--- config.mk ---
export PLATFORM = sky130hd
export DESIGN_NAME = beep_pattern_gen
export DESIGN_NICKNAME = d
export VERILOG_FILES = /design/src/rtl/beep_pattern_gen.sv
export SDC_FILE = /design/constraint.sdc
export NUM_CORES = 1
export LEC_CHECK = 0
export ABC_CLOCK_PERIOD_IN_PS = 5100
export CORE_MARGIN = 5
export CORE_UTILIZATION = 60
export DETAILED_ROUTE_END_ITERATION = 8
export PLACE_DENSITY_LB_ADDON = 0.1
export REMOVE_ABC_BUFFERS = 1
export SYNTH_ARGS = -nofsm -noshare
export SYNTH_HDL_FRONTEND = slang
export SYNTH_SLANG_ARGS = --single-unit
--- constraint.sdc ---
create_clock -name clk -period 5.1 [get_ports clk]
set_input_delay 0.51 -clock clk [delete_from_list [all_inputs] [get_ports clk]]
set_output_delay 0.51 -clock clk [all_outputs]
set_load 0.05 [all_outputs]
--- src/rtl/beep_pattern_gen.sv ---
// beep_pattern_gen
// Turns a multi-bit beep code into a timed burst of N beeps (N = code value).
// Each beep is ON_UNITS time units of sound followed by OFF_UNITS units of
// silence, where one unit is UNIT_CYCLES clock cycles. A single pending code
// can be queued while a pattern is playing (newest request wins). Changing the
// code to 0 aborts everything immediately.
//
// Optional feature: define BEEP_TONE_EN for a passive buzzer. The ON phase then
// carries a square wave with a half-period of TONE_DIV cycles. Without the
// macro the buzzer output is held high for the whole ON phase.
//
// Ports:
//   clk        system clock
//   rstn       asynchronous active-low reset
//   flag_beep  requested beep count, 0 = silence/abort
//   beep       buzzer drive, active high, registered
//   busy       high while a pattern is in progress
//   done       one-cycle pulse after a pattern completes normally

module beep_pattern_gen #(
  parameter int CODE_W      = 3,
  parameter int UNIT_CYCLES = 10_000_000,
  parameter int ON_UNITS    = 1,
  parameter int OFF_UNITS   = 1,
  parameter int TONE_DIV    = 12_500
) (
  input  logic              clk,
  input  logic              rstn,
  input  logic [CODE_W-1:0] flag_beep,
  output logic              beep,
  output logic              busy,
  output logic              done
);

  localparam int UNIT_W = (UNIT_CYCLES > 1) ? $clog2(UNIT_CYCLES) : 1;
  localparam int PH_MAX = (ON_UNITS > OFF_UNITS) ? ON_UNITS : OFF_UNITS;
  localparam int PH_W   = (PH_MAX > 1) ? $clog2(PH_MAX) : 1;

  localparam logic [UNIT_W-1:0] UNIT_LAST = UNIT_W'(UNIT_CYCLES - 1);
  localparam logic [PH_W-1:0]   ON_LAST   = PH_W'(ON_UNITS - 1);
  localparam logic [PH_W-1:0]   OFF_LAST  = PH_W'(OFF_UNITS - 1);

  // Refuse to elaborate with a parameter set that would give zero-length phases.
  if (CODE_W < 1 || UNIT_CYCLES < 1 || ON_UNITS < 1 || OFF_UNITS < 1 || TONE_DIV < 1) begin : g_bad_cfg
    $error("beep_pattern_gen: all parameters must be >= 1");
  end

  typedef enum logic [1:0] {
    IDLE,
    ON,
    GAP
  } state_e;

  state_e            state_q, state_d;
  logic [CODE_W-1:0] flag_q;
  logic [CODE_W-1:0] beep_left_q, beep_left_d;
  logic [UNIT_W-1:0] unit_cnt_q, unit_cnt_d;
  logic [PH_W-1:0]   phase_cnt_q, phase_cnt_d;
  logic              pend_vld_q, pend_vld_d;
  logic [CODE_W-1:0] pend_code_q, pend_code_d;
  logic              busy_q;
  logic              done_q, done_d;
  logic              beep_q, beep_d;

  logic trigger;
  logic abort;
  logic unit_tick;

  // A request is an edge on the code: any change to a nonzero value starts a
  // pattern, a change to zero aborts. Holding a value never re-triggers.
  assign trigger   = (flag_beep != flag_q) && (flag_beep != '0);
  assign abort     = (flag_beep != flag_q) && (flag_beep == '0);
  assign unit_tick = (state_q != IDLE) && (unit_cnt_q == UNIT_LAST);

  // Sequencer: unit prescaler, per-state unit counter, beep countdown and the
  // one-deep pending buffer. Abort is applied last so it overrides everything,
  // including a completion in the same cycle.
  always_comb begin
    state_d     = state_q;
    beep_left_d = beep_left_q;
    unit_cnt_d  = unit_cnt_q;
    phase_cnt_d = phase_cnt_q;
    pend_vld_d  = pend_vld_q;
    pend_code_d = pend_code_q;
    done_d      = 1'b0;

    if (state_q != IDLE) begin
      unit_cnt_d = unit_tick ? '0 : unit_cnt_q + UNIT_W'(1);
      if (unit_tick) begin
        phase_cnt_d = phase_cnt_q + PH_W'(1);
      end
    end

    case (state_q)
      IDLE: begin
        // A fresh trigger beats a queued code; the queued one is dropped.
        if (trigger) begin
          state_d     = ON;
          beep_left_d = flag_beep;
          unit_cnt_d  = '0;
          phase_cnt_d = '0;
          pend_vld_d  = 1'b0;
        end else if (pend_vld_q) begin
          state_d     = ON;
          beep_left_d = pend_code_q;
          unit_cnt_d  = '0;
          phase_cnt_d = '0;
          pend_vld_d  = 1'b0;
        end
      end
      ON: begin
        if (unit_tick && phase_cnt_q == ON_LAST) begin
          state_d     = GAP;
          phase_cnt_d = '0;
        end
      end
      GAP: begin
        if (unit_tick && phase_cnt_q == OFF_LAST) begin
          phase_cnt_d = '0;
          if (beep_left_q > CODE_W'(1)) begin
            beep_left_d = beep_left_q - CODE_W'(1);
            state_d     = ON;
          end else begin
            beep_left_d = '0;
            state_d     = IDLE;
            done_d      = 1'b1;
          end
        end
      end
      default: begin
        state_d = IDLE;
      end
    endcase

    // New requests during a pattern are parked, overwriting any older one.
    if (trigger && state_q != IDLE) begin
      pend_code_d = flag_beep;
      pend_vld_d  = 1'b1;
    end

    if (abort) begin
      state_d     = IDLE;
      beep_left_d = '0;
      unit_cnt_d  = '0;
      phase_cnt_d = '0;
      pend_vld_d  = 1'b0;
      done_d      = 1'b0;
    end
  end

`ifdef BEEP_TONE_EN
  localparam int TONE_W = (TONE_DIV > 1) ? $clog2(TONE_DIV) : 1;
  localparam logic [TONE_W-1:0] TONE_LAST = TONE_W'(TONE_DIV - 1);

  logic [TONE_W-1:0] tone_cnt_q, tone_cnt_d;

  // Square wave restarted high on every ON entry so each beep sounds the same;
  // the output level flips each time the half-period counter wraps.
  always_comb begin
    tone_cnt_d = '0;
    beep_d     = 1'b0;
    if (state_d == ON) begin
      if (state_q != ON) begin
        tone_cnt_d = '0;
        beep_d     = 1'b1;
      end else if (tone_cnt_q == TONE_LAST) begin
        tone_cnt_d = '0;
        beep_d     = ~beep_q;
      end else begin
        tone_cnt_d = tone_cnt_q + TONE_W'(1);
        beep_d     = beep_q;
      end
    end
  end

  always_ff @(posedge clk or negedge rstn) begin
    if (!rstn) begin
      tone_cnt_q <= '0;
    end else begin
      tone_cnt_q <= tone_cnt_d;
    end
  end
`else
  // Active buzzer: the drive is simply the registered ON state.
  always_comb begin
    beep_d = (state_d == ON);
  end
`endif

  // All state and outputs are registered from the next-state values so the
  // buzzer pin and status flags change cleanly on the clock edge.
  always_ff @(posedge clk or negedge rstn) begin
    if (!rstn) begin
      state_q     <= IDLE;
      flag_q      <= '0;
      beep_left_q <= '0;
      unit_cnt_q  <= '0;
      phase_cnt_q <= '0;
      pend_vld_q  <= 1'b0;
      pend_code_q <= '0;
      busy_q      <= 1'b0;
      done_q      <= 1'b0;
      beep_q      <= 1'b0;
    end else begin
      state_q     <= state_d;
      flag_q      <= flag_beep;
      beep_left_q <= beep_left_d;
      unit_cnt_q  <= unit_cnt_d;
      phase_cnt_q <= phase_cnt_d;
      pend_vld_q  <= pend_vld_d;
      pend_code_q <= pend_code_d;
      busy_q      <= (state_d != IDLE);
      done_q      <= done_d;
      beep_q      <= beep_d;
    end
  end

  assign beep = beep_q;
  assign busy = busy_q;
  assign done = done_q;

endmodule

==> results.rst, run 1 <==
.. list-table::
   :header-rows: 1

   * - Metric
     - Value
   * - Outcome
     - completed
   * - Global route overflow
     - 0
   * - Leading post-synthesis cells by cell area
     - dfrtp_1, nor3_2, xnor2_1
   * - Actual slew at the worst max-slew pin
     - 0.957 ns
   * - Total half-perimeter wirelength after legalization and detailed placement
     - about 3.2 mm
   * - Total setup violations reported at the end of the flow
     - 0
   * - Layout Area Growth over Synthesis
     - 6.19%
   * - Chip width
     - roughly 74 um
   * - Share of the cycle needed by the critical path after routing
     - 62.7%
   * - Count leader, synth
     - dfrtp_1
   * - Number of distinct standard cells referenced by the synthesized netlist
     - 50
   * - Number of flip-flops and latches in the synthesized netlist
     - 40
   * - Launching point of the worst reg2reg path
     - state_q[1]
   * - Critical path, cell by cell
     - clkdlybuf4s50_1, and4_2, a2111oi_0, o21ai_2, a21oi_4, nor3_1
   * - Most common library cells after synthesis
     - dfrtp_1, nor3_2, inv_1
   * - Antenna Diode Count
     - 0
   * - Highest cell delay on the worst timing path
     - slightly below 0.8 ns
   * - Number of instances in the synthesized netlist
     - ~250
   * - DRC Markers
     - 0
   * - Reg2reg path depth
     - 11
   * - Critical path capture point type
     - flip-flop
   * - Via count of the first global-routing pass
     - about 1,700
   * - Max cap viols
     - 0
   * - Category of cells accounting for the largest share of critical-path delay
     - compound AO/OA/AOI/OAI gates
   * - Number of routed nets with antenna violations
     - 0
   * - Count of input and output buffers
     - 7
   * - Total length of routed wires
     - between 4 and 5 mm
   * - Number of clock sinks
     - 40
   * - Resized cells post-CTS
     - 0
   * - Final number of max-transition violations
     - 0
   * - Number of endpoints with negative hold slack in the final report
     - 0
   * - Crit-path max FO
     - 24
   * - Total power
     - 0.970 mW
   * - Number of DRC markers in iteration 0
     - 105
   * - TritonCTS clock tree
     - built
   * - FMAX
     - 313 MHz
   * - Startpoint Class
     - input port
   * - Static Leakage
     - ~1.1 nW
   * - Total track usage
     - a little under a fifth
   * - Clock Latency Late Sink
     - 0.29 ns
   * - Starting utilization of the core area
     - about three fifths
   * - CP arrival
     - around 3.3 ns
   * - Endpoint of the most critical register-to-register path
     - beep
   * - Clk Tree Root Cell
     - clkbuf_8
   * - Layout cell share with drive strength beyond 1
     - roughly 15%
   * - Die H
     - between 70 and 80 um
   * - Tightest Hold Check Type
     - in2async
   * - Tmin final
     - around 3.2 ns
   * - Largest area contributor in the netlist
     - dfrtp_1
   * - Peak VDD IR
     - between 0.2 and 0.3 mV
   * - Pre-antenna DRT Iters
     - 4
   * - Power density relative to cell area
     - 373 nW/um^2
   * - CTS hold repair buffers
     - 0
   * - Post-synthesis instance area
     - around 2400 um^2
   * - Post-detailed-route wirelength per cell
     - 15.1 um
   * - Proportion of netlist area held by the largest area contributor
     - around 41%
   * - Buffers from clock root to sink, at most
     - 2
   * - Unrepaired setup endpoints after global routing
     - false
   * - Asr flop ratio synth
     - 100%
   * - Fin Setup TNS
     - 0 ns
   * - Fin Clk Skew
     - between 0.009 and 0.01 ns
   * - Sequential-to-total area share from yosys stat
     - roughly two fifths
   * - Endpoint required time on the critical path
     - about 5.2 ns
   * - Total number of vias
     - between 1,500 and 2,000
   * - Yosys warns
     - 0
   * - Worst reg-to-reg setup slack
     - 2.13 ns
   * - Category of the most critical setup path
     - in2reg
   * - Synth Flop Type
     - dfrtp_1
   * - Core Region
     - 3970 um^2
   * - Site Rows
     - 23
   * - Buffers inserted by post-CTS timing repair
     - 0
   * - Clock H-tree levels
     - 2
   * - Top Ports
     - 8
   * - Library cell contributing the largest single delay on the critical path
     - a21oi_4
   * - Number of buffers inserted during clock tree synthesis
     - 5
   * - Worst slew slack as a fraction of its limit
     - 36.0%
   * - Synth Area per Inst
     - roughly 10 um^2
   * - Global placer's final weighted congestion
     - around 0.8
   * - Wire length of the first global-routing pass
     - 8.08 mm
   * - Die area
     - roughly 5500 um^2
   * - Maximum number of pins on one net before global-route repair
     - 41
   * - Via count normalized by instance count
     - between 5 and 6
   * - Post-place setup slack
     - ~1.6 ns
   * - Worst hold slack after final layout
     - around 0.32 ns
   * - Number of enable-type register cells in the synthesized netlist
     - 0
   * - Final WS setup
     - between 1.5 and 2 ns
   * - Number of nets in the layout
     - 263
   * - CTS clk-pin slew, worst paths
     - roughly 0.080 ns
   * - Antenna violations before repair
     - 0
   * - WP buf/inv
     - 1
state kept, by name, indices dropped and copies added, names as in the netlist:
signal,count
beep_left_q,3
flag_q,3
beep,1
phase_cnt_q,1
unit_cnt_q,24
pend_vld_q,1
busy,1
done,1
state_q,2
pend_code_q,3
final cells by class:
cell class                 instances  area, um^2
fill                             346        1370
multi-input combinational        178        1310
sequential                        40        1000
clock buffer                       8        90.1
inverter                          18        67.6
timing repair buffer               7        65.1
tap                               50        62.6
per-layer routing:
metal  up-vias  wire length (um)  track usage [%]
li1        892                 -                -
met5         -                 0                0
met4         0                51             4.83
met2        37              1980             28.4
met1       871              2290             28.4
met3         5               210             4.10
how the worst max path moves through the flow:
stage	start	endpoint	slack, ns	cells past startpoint
after global placement	flag_beep[2]	unit_cnt_q[2]	1.66	6
after detailed placement	flag_beep[2]	unit_cnt_q[5]	1.56	6
after floorplan	flag_beep[2]	unit_cnt_q[23]	2.60	5
after CTS	flag_beep[2]	unit_cnt_q[5]	1.86	6
final	flag_beep[2]	unit_cnt_q[23]	1.90	6
after global routing	flag_beep[2]	unit_cnt_q[5]	1.60	6
logic make-up after synthesis:
group                      share of synthesized area [%]
AOI/OAI and AO/OA                                   12.9
buffers and inverters                               5.47
adders and majority gates                           4.09
DFF                                                 40.9
muxes                                               1.64
and+or+nand+nor                                     26.0
xor gates and xnor gates                            8.95
power by group:
part           internal [mW]  switching, mW
clock                  0.110          0.104
sequential             0.364         0.0403
combinational          0.127          0.224
through the flow:
stage | cells | util (%) | cell area (um^2)
finish | 301 | 65.4 | 2600
global route | 301 | 65.4 | 2600
CTS | 301 | 65.4 | 2600
detailed placement | 293 | 63.1 | 2510
global placement | 293 | 63.1 | 2510
floorplan | 236 | - | 2380
layout by cell type, fill, tap and decap left out, types with 5 or more instances in the layout:
cell and instances:
clkdlybuf4s50_1 6, xnor2_1 14, nor3_1 11, nor2_1 14, nand3_1 6, nand4_1 6
and3_1 5, inv_1 18, ha_1 8, dfrtp_1 40, xor2_1 11, nor3_2 19
o21ai_0 11, nand2_1 16, clkbuf_8 6
(Power assumes the default switching activity.)
==> run 2: changes to the inputs <==
ABC_CLOCK_PERIOD_IN_PS = 2900   (was 5100)
CORE_UTILIZATION = 55   (was 60)
clock period = 2.9 ns   (was 5.1 ns; I/O delays follow)
==> run 2 against run 1 <==
Against the previous run:
- global-route usage decreased by 1.3 points
- wire length increased by 5.3%
- register-to-register slack worse by 1.9 ns
- via count up 0.17%
- combinational power increased by 83%
- sequential share of layout area shrank 0.66 points
- sequential power increased by 76%
- worst setup slack got worse by 1.7 ns
==> results.rst, run 2 (same netlist as run 1, synthesis figures left out) <==
.. list-table::
   :header-rows: 1

   * - Metric
     - Value
   * - Share of the cycle needed by the critical path after routing
     - between 90% and 100%
   * - TritonCTS clock tree
     - built
   * - Most frequent cells in the layout
     - dfrtp_1, nor3_2, inv_1
   * - Clock Latency Late Sink
     - 0.29 ns (about the same)
   * - Flip-flop count of the largest register, all copies and words added
     - 24 (unchanged)
   * - Antenna violations before repair
     - 0 (unchanged)
   * - Static Leakage
     - 1.10 nW (+2.8%)
   * - Total power
     - 1.74 mW (+79%)
   * - Layout cell share with drive strength beyond 1
     - 18.0% (+2.8 points)
   * - CTS clk-pin slew, worst paths
     - 0.08 ns (about the same)
   * - Fin Clk Skew
     - 0.00924 ns (-0.000758 ns)
   * - Worst hold slack after final layout
     - 0.121 ns (-0.201 ns)
   * - Maximum number of pins on one net before global-route repair
     - 41 (unchanged)
   * - Buffers from clock root to sink, at most
     - 2 (unchanged)
   * - Top Ports
     - 8 (unchanged)
   * - Site Rows
     - 24 (+4.3%)
   * - Clk Tree Root Cell
     - clkbuf_8
   * - Layout Cells excl Fill
     - 308 (+2.3%)
   * - Worst reg-to-reg setup slack
     - 0.20 ns (-1.93 ns)
   * - Clock H-tree levels
     - 2 (unchanged)
   * - Peak VDD IR
     - 0.452 mV (+77%)
   * - Number of cells after detailed placement
     - 300 (+2.4%)
   * - Die area
     - 5880 um^2 (+7.8%)
   * - Antenna Diode Count
     - 0 (unchanged)
   * - FMAX
     - approximately 370 MHz
   * - Number of nets in the layout
     - 268 (+1.9%)
   * - Starting utilization of the core area
     - 56.6% (-5.0 points)
   * - Tightest Hold Check Type
     - in2async
   * - Total track usage
     - 17.9% (-1.3 points)
   * - Final number of max-transition violations
     - 0 (unchanged)
   * - Number of buffers inserted during clock tree synthesis
     - 5 (unchanged)
   * - Post-detailed-route wirelength per cell
     - 15.5 um (+2.9%)
   * - Unrepaired setup endpoints after global routing
     - false
   * - Total setup violations reported at the end of the flow
     - 0 (unchanged)
   * - Max cap viols
     - 0 (unchanged)
   * - Startpoint Class
     - flip-flop
   * - Reg with most FFs
     - unit_cnt_q
   * - CP arrival
     - 2.90 ns (-0.43 ns)
   * - Layout Area Growth over Synthesis
     - 8.03%
   * - Wire length of the first global-routing pass
     - 8.74 mm (+8.1%)
   * - Power density relative to cell area
     - 658 nW/um^2 (+76%)
   * - Endpoint required time on the critical path
     - 3.11 ns (-2.12 ns)
   * - Total half-perimeter wirelength after legalization and detailed placement
     - 3.34 mm (+4.5%)
   * - Number of routed nets with antenna violations
     - 0 (unchanged)
   * - Total number of vias
     - 1,808 (+0.17%)
   * - Via count normalized by instance count
     - 5.87 (-2.1%)
   * - Buffers inserted by post-CTS timing repair
     - 0 (unchanged)
   * - Global placer's final weighted congestion
     - 0.841 (+7.4%)
   * - Number of DRC markers in iteration 0
     - 126 (+20%)
   * - DRC Markers
     - 0 (unchanged)
   * - Outcome
     - completed
   * - Die H
     - 76.7 um (+3.8%)
   * - Fin Setup TNS
     - 0 ns (unchanged)
   * - Crit-path max FO
     - 5 (-79%)
   * - Count of input and output buffers
     - 7 (unchanged)
   * - Critical path capture point type
     - flip-flop
   * - Pre-antenna DRT Iters
     - 4 (unchanged)
   * - Total length of routed wires
     - 4.78 mm (+5.3%)
   * - Number of clock sinks
     - 40 (unchanged)
   * - Most frequent standard cell in the layout excluding fill and tap cells
     - dfrtp_1
   * - Tmin final
     - roughly 2.7 ns
   * - Category of the most critical setup path
     - reg2reg
   * - Number of endpoints with negative hold slack in the final report
     - 0 (unchanged)
   * - Actual slew at the worst max-slew pin
     - 0.901 ns (-0.0561 ns)
   * - Global route overflow
     - 0 (unchanged)
   * - Chip width
     - 76.7 um (+3.8%)
   * - Core Region
     - 4320 um^2 (+8.9%)
   * - Worst slew slack as a fraction of its limit
     - 39.9% (+3.9 points)
   * - Via count of the first global-routing pass
     - 1,825 (+5.9%)
-- run 2: cell types whose count changed in the layout (fill, tap and decap cells not counted), sizes merged --
cell | before | now
buf | 1 | 6
clkbuf | 8 | 6
clkinv | 0 | 2
-- run 2: worst paths after layout --
kind                                 from              to  depth (start not counted)
setup reg to reg               state_q[0]            beep                         11
hold / removal                       rstn   unit_cnt_q[1]                          1
min in group clk           beep_left_q[2]            done                          1
max in group asynchronous            rstn  pend_code_q[1]                          1
setup / recovery               state_q[0]            beep                         11
hold reg to reg            beep_left_q[2]            done                          1
-- run 2: layer usage --
metal	global-route usage [%]	wire, um
met2	25.6	2120
met3	3.86	193
met1	26.8	2400
met4	5.59	61
met5	0	0
-- run 2: per-stage QoR --
stage	worst slack (ns)	utilization, %	instance area [um^2]
floorplan	0.415	-	2380
finish	0.205	61.1	2640
CTS	0.171	61.1	2640
global route	0.00668	61.1	2640
detailed placement	0.118	58.9	2550
global placement	0.169	58.9	2550
-- run 2: worst max-delay path, cell delays in order, from the launching register on --
cell and delay (ns):
dfrtp_1 0.39, inv_1 0.08, ha_1 0.21, nand4b_1 0.30, nor2_2 0.21, and3_1 0.18, ha_1 0.26, nand2_1 0.09
o21bai_1 0.20, a311oi_1 0.30, o21a_1 0.21, a21boi_0 0.17
-- run 2: timing repair --
action,CTS,global route
hold endpoints to repair,0,0
gates resized for setup,0,1
endpoints found under the setup margin,0,1
hold buffers,0,0
-- run 2: where the power goes --
group	internal (mW)	leakage (nW)	switching, mW
clock	0.190	0.0510	0.194
sequential	0.640	0.529	0.0737
combinational	0.234	0.519	0.406
-- run 2: layout make-up --
| type | count | area (um^2) |
|---|---|---|
| fillers | 380 | 1680 |
| well taps | 52 | 65.1 |
| flip-flops and latches | 40 | 1000 |
| inverters | 18 | 67.6 |
| clock inverters | 2 | 10.0 |
| clock buffers | 6 | 82.6 |
| multi-input cells | 178 | 1310 |
| repair buffers | 12 | 103 |
